## src/rtl/nibble_serial_adder_if.sv

```systemverilog
// Handshake and operand/result bus for nibble_serial_adder.
// "master" drives operands and takes results; "slave" is the adder.
interface nibble_serial_adder_if #(
  parameter int unsigned WIDTH = 16
);
  logic             in_valid;
  logic             in_ready;
  logic [WIDTH-1:0] a;
  logic [WIDTH-1:0] b;
  logic             cin;
  logic             out_valid;
  logic             out_ready;
  logic [WIDTH-1:0] sum;
  logic             cout;
  logic             overflow;

  modport master (
    output in_valid, a, b, cin, out_ready,
    input  in_ready, out_valid, sum, cout, overflow
  );

  modport slave (
    input  in_valid, a, b, cin, out_ready,
    output in_ready, out_valid, sum, cout, overflow
  );
endinterface

```

## src/rtl/nibble_serial_adder.sv

```systemverilog
// Multi-cycle WIDTH-bit adder: one 4-bit ripple slice per clock, with the
// carry held in a register between slices and valid/ready on both sides.
module nibble_serial_adder #(
  parameter int unsigned WIDTH = 16
) (
  input  logic                clk,
  input  logic                rst_n,
  nibble_serial_adder_if.slave bus
);
  localparam int unsigned NIB  = WIDTH / 4;
  localparam int unsigned IDXW = (NIB > 1) ? $clog2(NIB) : 1;

  generate
    if ((WIDTH % 4) != 0 || WIDTH < 8) begin : g_bad_width
      $error("nibble_serial_adder: WIDTH must be a multiple of 4 and >= 8");
    end
  endgenerate

  typedef enum logic [1:0] {
    IDLE,
    RUN,
    DONE
  } state_t;

  state_t           r_state;
  state_t           w_state_nxt;
  logic [WIDTH-1:0] r_a;
  logic [WIDTH-1:0] r_b;
  logic             r_carry;
  logic [IDXW-1:0]  r_idx;
  logic [WIDTH-1:0] r_sum;
  logic             r_cout;
  logic             r_ovf;

  logic             w_in_ready;
  logic             w_out_valid;
  logic             w_last;
  logic [WIDTH-1:0] w_a_shift;
  logic [WIDTH-1:0] w_b_shift;
  logic [3:0]       w_a_nib;
  logic [3:0]       w_b_nib;
  logic [3:0]       w_nib_sum;
  logic [4:0]       w_c;

  assign w_last    = (r_idx == IDXW'(NIB - 1));
  assign w_a_shift = r_a >> {r_idx, 2'b00};
  assign w_b_shift = r_b >> {r_idx, 2'b00};
  assign w_a_nib   = w_a_shift[3:0];
  assign w_b_nib   = w_b_shift[3:0];

  // w_c[3] is the carry into the slice MSB; on the last step that is the
  // carry into bit WIDTH-1, which the signed-overflow flag needs.
  always_comb begin
    w_c       = '0;
    w_nib_sum = '0;
    w_c[0]    = r_carry;
    for (int unsigned i = 0; i < 4; i++) begin
      w_nib_sum[i] = w_a_nib[i] ^ w_b_nib[i] ^ w_c[i];
      w_c[i+1]     = (w_a_nib[i] & w_b_nib[i]) | (w_c[i] & (w_a_nib[i] ^ w_b_nib[i]));
    end
  end

  always_ff @(posedge clk or negedge rst_n) begin
    if (!rst_n) r_state <= IDLE;
    else        r_state <= w_state_nxt;
  end

  always_comb begin
    w_state_nxt = r_state;
    w_in_ready  = 1'b0;
    w_out_valid = 1'b0;
    case (r_state)
      IDLE: begin
        w_in_ready = 1'b1;
        if (bus.in_valid) w_state_nxt = RUN;
      end
      RUN: begin
        if (w_last) w_state_nxt = DONE;
      end
      DONE: begin
        w_out_valid = 1'b1;
        if (bus.out_ready) w_state_nxt = IDLE;
      end
      default: w_state_nxt = IDLE;
    endcase
  end

  always_ff @(posedge clk or negedge rst_n) begin
    if (!rst_n) begin
      r_a     <= '0;
      r_b     <= '0;
      r_carry <= 1'b0;
      r_idx   <= '0;
      r_sum   <= '0;
      r_cout  <= 1'b0;
      r_ovf   <= 1'b0;
    end else begin
      case (r_state)
        IDLE: begin
          if (bus.in_valid) begin
            r_a     <= bus.a;
            r_b     <= bus.b;
            r_carry <= bus.cin;
            r_idx   <= '0;
            r_sum   <= '0;
          end
        end
        RUN: begin
          r_sum[{r_idx, 2'b00} +: 4] <= w_nib_sum;
          r_carry                    <= w_c[4];
          r_idx                      <= r_idx + IDXW'(1);
          if (w_last) begin
            r_cout <= w_c[4];
            r_ovf  <= w_c[3] ^ w_c[4];
          end
        end
        default: ;
      endcase
    end
  end

  assign bus.in_ready  = w_in_ready;
  assign bus.out_valid = w_out_valid;
  assign bus.sum       = r_sum;
  assign bus.cout      = r_cout;
  assign bus.overflow  = r_ovf;
endmodule

```

## src/flat_wrapper.sv

```systemverilog
// flat-port wrapper written by rule: the top's interface ports become plain ports
module nibble_serial_adder_flat 
#(
  parameter int unsigned WIDTH = 16
)
  (clk, rst_n, bus_in_valid, bus_a, bus_b, bus_cin, bus_out_ready, bus_in_ready, bus_out_valid, bus_sum, bus_cout, bus_overflow);
  nibble_serial_adder_if #(.WIDTH(WIDTH)) bus_i ();
  input  logic clk;
  input  logic rst_n;
  input wire logic [$bits(bus_i.in_valid)-1:0] bus_in_valid;
  input wire logic [$bits(bus_i.a)-1:0] bus_a;
  input wire logic [$bits(bus_i.b)-1:0] bus_b;
  input wire logic [$bits(bus_i.cin)-1:0] bus_cin;
  input wire logic [$bits(bus_i.out_ready)-1:0] bus_out_ready;
  output wire logic [$bits(bus_i.in_ready)-1:0] bus_in_ready;
  output wire logic [$bits(bus_i.out_valid)-1:0] bus_out_valid;
  output wire logic [$bits(bus_i.sum)-1:0] bus_sum;
  output wire logic [$bits(bus_i.cout)-1:0] bus_cout;
  output wire logic [$bits(bus_i.overflow)-1:0] bus_overflow;
  assign bus_i.in_valid = bus_in_valid;
  assign bus_i.a = bus_a;
  assign bus_i.b = bus_b;
  assign bus_i.cin = bus_cin;
  assign bus_i.out_ready = bus_out_ready;
  assign bus_in_ready = bus_i.in_ready;
  assign bus_out_valid = bus_i.out_valid;
  assign bus_sum = bus_i.sum;
  assign bus_cout = bus_i.cout;
  assign bus_overflow = bus_i.overflow;
  nibble_serial_adder #(.WIDTH(WIDTH)) u_core (.clk(clk), .rst_n(rst_n), .bus(bus_i));
endmodule
```

## config.mk

```make
export PLATFORM = sky130hd
export DESIGN_NAME = nibble_serial_adder_flat
export DESIGN_NICKNAME = d
export VERILOG_FILES = /design/src/rtl/nibble_serial_adder_if.sv /design/src/rtl/nibble_serial_adder.sv /design/src/flat_wrapper.sv
export SDC_FILE = /design/constraint.sdc
export NUM_CORES = 1
export LEC_CHECK = 0
export CELL_PAD_IN_SITES_DETAIL_PLACEMENT = 1
export CELL_PAD_IN_SITES_GLOBAL_PLACEMENT = 2
export CORE_MARGIN = 5
export CORE_UTILIZATION = 34
export CTS_BUF_LIST = sky130_fd_sc_hd__clkbuf_16
export DETAILED_ROUTE_END_ITERATION = 10
export PLACE_DENSITY = 0.77
export SETUP_SLACK_MARGIN = 0.2
export SLEW_MARGIN = 20
export SYNTH_ARGS = -nofsm -noshare
export SYNTH_HDL_FRONTEND = slang
export SYNTH_SLANG_ARGS = --single-unit
```

## constraint.sdc

```tcl
create_clock -name clk -period 3.8 [get_ports clk]
set_input_delay 0.38 -clock clk [delete_from_list [all_inputs] [get_ports clk]]
set_output_delay 0.38 -clock clk [all_outputs]
set_load 0.01 [all_outputs]
```

==> results.yml, run 1 <==
route:
  drtIter0Drc: 29
  drc_errors: 0
  ant_nets: 0
  firstDrtPassIters: 4
  wire_per_inst_um: 17.2
  drt-total-wl_mm: 5.81
  routed_via_density: 4.85
  dr_total_vias: 1635
synth:
  ys_warn_count: 0
  synth_edf_count: 0
  ys_seq_area_frac: 0.537
  synth-async-reset-ratio: 1.00
  syn_area_per_cell_um2: 14.2
  synth_ff_type: "dfrtp_1"
  ys_ff_latch: 55
  synth_top_cell_by_area: "dfrtp_1"
  netlist_area_um2: 2560
  synth_area_leaders: "dfrtp_1 54%, mux2_2 14%, mux4_2 7.0%"
  synth.distinct_cells: 35
  yosysTopAreaCellShare: 0.537
  yosysMostFrequentCell: "dfrtp_1"
  synth_common_cells: "55 x dfrtp_1, 31 x mux2_2, 11 x inv_1"
  synth_cells: 180
  synth_fp_nets: 225
floorplanning:
  die_height_um: 96.9
  io_pins: 57
  core-area_um2: 7290
  dieArea_um2: 9380
  fp.dieW_um: 96.9
  initial_core_util: 0.352
  rows: 31
timing:
  fin_ws_ps: 735
  finalSetupViolCount: 0
  finClkSkew_ps: 5.45
  rsz0062_at_grt: "false"
  period_share: 0.807
  whs_ps: 190
  max_freq_ghz: 0.326
  finalSetupTns_ps: 0
  period_needed_ps: 3060
  relSlewSlack: 0.453
  slew_violations: 0
  tightest_slew_ps: 820
  finalHoldViolCount: 0
layout:
  antennaDiodeCount: 0
  final_nets: 283
  postLayoutCellArea_um2: 3370
  area_growth_pct: 31.5
  layout-drive-gt1-share: 0.218
  fin_cells: 337
  fin_util: 0.462
setup_path:
  cp-start-kind: "register"
  cp-end-kind: "register"
  arrival_ps: 3240
  cp_cell_sequence: "mux4_2 -> inv_1 -> fa_1 -> inv_1 -> fa_1 -> inv_1 -> fa_1 -> inv_1 -> fa_1 -> a22o_1"
  crit_path_max_fanout: 12
  required_ps: 3980
  critical_path_buf_inv_count: 4
  cp_top_family: "adder cells"
  worstSetupPathType: "register to register"
  max_stage_delay_ps: 620
  slowest_stage: "dfrtp_1"
clock_tree:
  ctsResizeCount: 0
  clock-sinks: 55
  path_clk_slew_ps: 70
  post_cts_buffers: 0
  cts-buffers-inserted: 5
  htree_levels: 2
  cts_hold_buf: 0
  clk_path_buf_depth: 2
  clockRootBuffer: "clkbuf_16"
  cts_tree: "yes"
  clk_latency_ps: 290
grt:
  antenna_found_initial: 0
  grt_pass1_wl_mm: 9.86
  grt_pass1_vias: 1886
  grt_max_degree: 37
  overflow: 0
  busiest_layer: "met2"
  use_met2: 0.212
  met1_usage: 0.171
  use_met3: 0.0403
  globalRouteTotalUtil: 0.130
placement:
  place_area_um2: 3210
  pre_cts_ws_ps: 753
  numPortBuffers: 56
  hpwlAfterDp_mm: 4.35
  gp_congestion: 0.815
  placed_cells: 330
pwr:
  clkPwrFrac: 0.162
  cell_internal_pwr_mw: 1.95
  p_sw_mw: 1.15
  netSwitchingFraction: 0.371
  p_seq_frac: 0.346
  fin_total_pwr_mw: 3.09
  peakVddDrop_mv: 0.428
  combinationalPowerShare: 0.493
  leakagePower_nw: 1.44
  pwr_density_cell_nw_per_um2: 917
worst_hold_path:
  hold_class: "input port to asynchronous set/reset pin"
status:
  status: "finished, final reports clean"
run:
  maxCapViolations: 0
power by group through the flow:
stage | Combinational [mW] | Clock (mW) | Sequential, mW
after floorplan | 1.08 | 0 | 0.992
after global placement | 1.50 | 0 | 1.08
after detailed placement | 1.54 | 0 | 1.09
after CTS | 1.56 | 0.517 | 1.08
after global routing | 1.70 | 0.537 | 1.11
final | 1.52 | 0.500 | 1.07
worst paths after layout:
check | end | from | cells after the start | slack [ps]
max | u_core.bus.sum[3] | u_core.r_idx[0] | 10 | 740
min | u_core.r_state[0] | rst_n | 1 | 190
max reg2reg | u_core.bus.sum[3] | u_core.r_idx[0] | 10 | 740
min reg2reg | u_core.bus.sum[4] | u_core.bus.sum[4] | 1 | 490
max in group asynchronous | u_core.r_b[1] | rst_n | 2 | 2850
min in group clk | u_core.bus.sum[4] | u_core.bus.sum[4] | 1 | 490
cell type report:
class / count / area (um^2)
Clock buffer: 5 / 125
Clock inverter: 2 / 33.8
Fill cell: 784 / 3920
Inverter: 11 / 41.3
Multi-Input combinational cell: 106 / 1090
Sequential cell: 55 / 1380
Tap cell: 99 / 124
Timing Repair Buffer: 59 / 578
worst register-to-register path, stage by stage (launching register included):
cell and delay [ps]:
dfrtp_1 620, mux4_2 570, inv_1 90, fa_1 160, inv_1 50, fa_1 360
inv_1 80, fa_1 210, inv_1 60, fa_1 520, a22o_1 240
kinds of logic (layout without fill, tap and decap cells):
| kind of cell | Yosys count | count (layout) | share of synthesized area |
|---|---|---|---|
| xor gates and xnor gates | 1 | 1 | 0.00342 |
| buffers and inverters | 19 | 77 | 0.0371 |
| AOI/OAI and AO/OA | 28 | 28 | 0.0863 |
| DFF | 55 | 55 | 0.537 |
| adders and majority gates | 8 | 8 | 0.0507 |
| and+or+nand+nor | 28 | 28 | 0.0707 |
| muxes | 41 | 41 | 0.215 |
cell usage in the layout, fill, tap and decap left out:
cell / instances
clkdlybuf4s50_1: 55
dfrtp_1: 55
mux2_2: 31
inv_1: 12
a22o_1: 9
mux4_2: 8
nand2_1: 8
o2bb2ai_1: 8
clkbuf_16: 5
a21o_1: 4
fa_1: 4
ha_1: 4
nor2_1: 3
nand2b_1: 3
o21ai_0: 3
buf_4: 3
nand4_1: 2
mux2_1: 2
and4_1: 2
nor2b_2: 1
nor2b_1: 1
and3_1: 1
nand3_1: 1
nor3b_4: 1
or2b_1: 1
a21oi_1: 1
nand3b_4: 1
or3_1: 1
o21bai_1: 1
nor3_1: 1
xor2_1: 1
nand3b_1: 1
o21a_1: 1
a22oi_1: 1
bufinv_16: 1
buf_2: 1
state kept, by name, summed over array words and instances, names as in the netlist:
| name | flops |
|---|---|
| u_core.bus.cout | 1 |
| u_core.bus.overflow | 1 |
| u_core.r_idx | 2 |
| u_core.r_carry | 1 |
| u_core.r_state | 2 |
| u_core.r_a | 16 |
| u_core.bus.sum | 16 |
| u_core.r_b | 16 |
metal layers:
metal / vias to the layer above / routed length [um]
li1: 762 / -
met1: 825 / 2660
met2: 42 / 2820
met3: 6 / 278
met4: 0 / 53
met5: - / 0
(Power assumes the default switching activity.)
==> run 2: changes to the inputs <==
- CORE_UTILIZATION: 34 -> 31
- PLACE_DENSITY: 0.77 -> 0.74
- clock period: 3.8 -> 2.7 ns (I/O delays scaled with it)
==> run 2 against run 1 <==
Register-to-register slack got worse by 690 ps. Non-clock buffer count rose by 6. Count of clock-buffer cells in the layout did not move. Via count rose by 0.67%. Maximum frequency rose by 15%. Wire length rose by 1.1%. Cell count rose by 3.9%. Largest power group unchanged. Sequential share of layout area fell by 0.88 points. First-iteration DRC count fell by 10%. Core utilization fell by 3.8 points. Die area rose by 8.7%.
==> results.yml, run 2 (synthesis results as in run 1) <==
setup_path:
  cp-end-kind: "register"
  worstSetupPathType: "register to register"
  worstRegToRegCells: 10
  crit_path_max_fanout: 4
  required_ps: 2880
  arrival_ps: 2830
  r2r_end: "u_core.bus.sum[3]"
  r2r_slack_ps: 40
  cp-start-kind: "register"
  r2r-start: "u_core.r_idx[0]"
floorplanning:
  io_pins: 57
  die_height_um: 101
  core-area_um2: 8130
  fp.dieW_um: 101
  rows: 33
  initial_core_util: 0.315
  dieArea_um2: 10200
timing:
  slew_violations: 0
  finClkSkew_ps: 6.12
  finalSetupViolCount: 0
  fin_ws_ps: 44.2
  tightest_slew_ps: 863
  relSlewSlack: 0.425
  period_needed_ps: 2660
  rsz0062_at_grt: "true"
  max_freq_ghz: 0.377
  finalHoldViolCount: 0
  period_share: 0.984
route:
  wire_per_inst_um: 16.8
  routed_via_density: 4.70
  firstDrtPassIters: 4
  drt-total-wl_mm: 5.87
  drc_errors: 0
  ant_nets: 0
  drtIter0Drc: 26
  dr_total_vias: 1646
grt:
  grt_pass1_wl_mm: 9.96
  grt_max_degree: 40
  grt_pass1_vias: 1910
  globalRouteTotalUtil: 0.126
  antenna_found_initial: 0
  overflow: 0
run:
  maxCapViolations: 0
layout:
  final_common_cell: "clkdlybuf4s50_1"
  layout_common_cells: "55 x clkdlybuf4s50_1, 54 x dfrtp_1, 31 x mux2_2"
  final_nets: 289
  fin_cells: 350
  area_growth_pct: 34.5
  postLayoutCellArea_um2: 3450
  antennaDiodeCount: 0
  fillers: 848
  layout-drive-gt1-share: 0.282
clock_tree:
  cts-buffers-inserted: 5
  path_clk_slew_ps: 70
  clock-sinks: 55
  clk_latency_ps: 290
  clockRootBuffer: "clkbuf_16"
  htree_levels: 2
  clk_path_buf_depth: 2
  cts_tree: "yes"
placement:
  pre_cts_ws_ps: -13.6
  placed_cells: 341
  hpwlAfterDp_mm: 4.56
  numPortBuffers: 56
  gp_congestion: 0.769
  place_area_um2: 3270
pwr:
  leakagePower_nw: 1.46
  peakVddDrop_mv: 0.624
  pwr_density_cell_nw_per_um2: 1330
  fin_total_pwr_mw: 4.58
worst_hold_path:
  hold_class: "input port to asynchronous set/reset pin"
status:
  status: "finished, final reports clean"
==> run 2: per-stage QoR <==
stage               utilization  TNS [ps]  hold slack, ps
floorplan                     -      -263           -25.6
global placement          0.402         0             449
detailed placement        0.402     -13.6             440
CTS                       0.423         0             129
global route              0.424      -275             181
finish                    0.424         0            89.8
==> run 2: area by class of cell <==
| cell class | count | area, um^2 | share of cell area |
|---|---|---|---|
| clock buffer | 5 | 125 | 0.0363 |
| clock inverter | 3 | 38.8 | 0.0112 |
| inverter | 11 | 41.3 | 0.0120 |
| multi-input combinational | 106 | 1110 | 0.321 |
| sequential | 55 | 1380 | 0.399 |
| tap | 105 | 131 | 0.0381 |
| timing repair buffer | 65 | 627 | 0.182 |
==> run 2: worst max-delay path, cell delays in order (launching register included) <==
cell	delay, ps
dfrtp_2	440
mux4_2	350
inv_2	40
fa_2	340
inv_2	60
fa_2	180
inv_2	40
fa_2	340
inv_2	60
fa_2	470
a22o_1	220
==> run 2: where the power goes <==
group          total [mW]  switching, mW  leakage [nW]  internal, mW
logic                2.40           1.12         0.700          1.28
clock network       0.718          0.285        0.0812         0.433
registers            1.46          0.265         0.682          1.20
total                4.58           1.67          1.46          2.91
==> run 2: how the worst max path moves through the flow <==
stage / cells after the start / slack [ps] / startpoint / end
floorplan: 11 / -70 / u_core.r_idx[0] / u_core.bus.sum[3]
global placement: 8 / 50 / u_core.r_idx[0] / u_core.bus.sum[3]
detailed placement: 8 / -10 / u_core.r_idx[0] / u_core.bus.sum[3]
CTS: 10 / 30 / u_core.r_idx[0] / u_core.bus.sum[3]
global route: 10 / -80 / u_core.r_idx[0] / u_core.bus.sum[3]
finish: 10 / 40 / u_core.r_idx[0] / u_core.bus.sum[3]
==> run 2: routing by layer <==
metal  share of wire  GRT usage
met1            0.45      0.165
met2            0.49      0.209
met3           0.043     0.0318
met4          0.0087     0.0297
met5               0          0
==> run 2: timing repair <==
item	4_1_cts	5_1_grt
endpoints found under the setup margin	7	7
hold buffers	0	0
resized for setup	3	1
gates cloned	0	0
pin swaps	4	2
buffers inserted	1	0
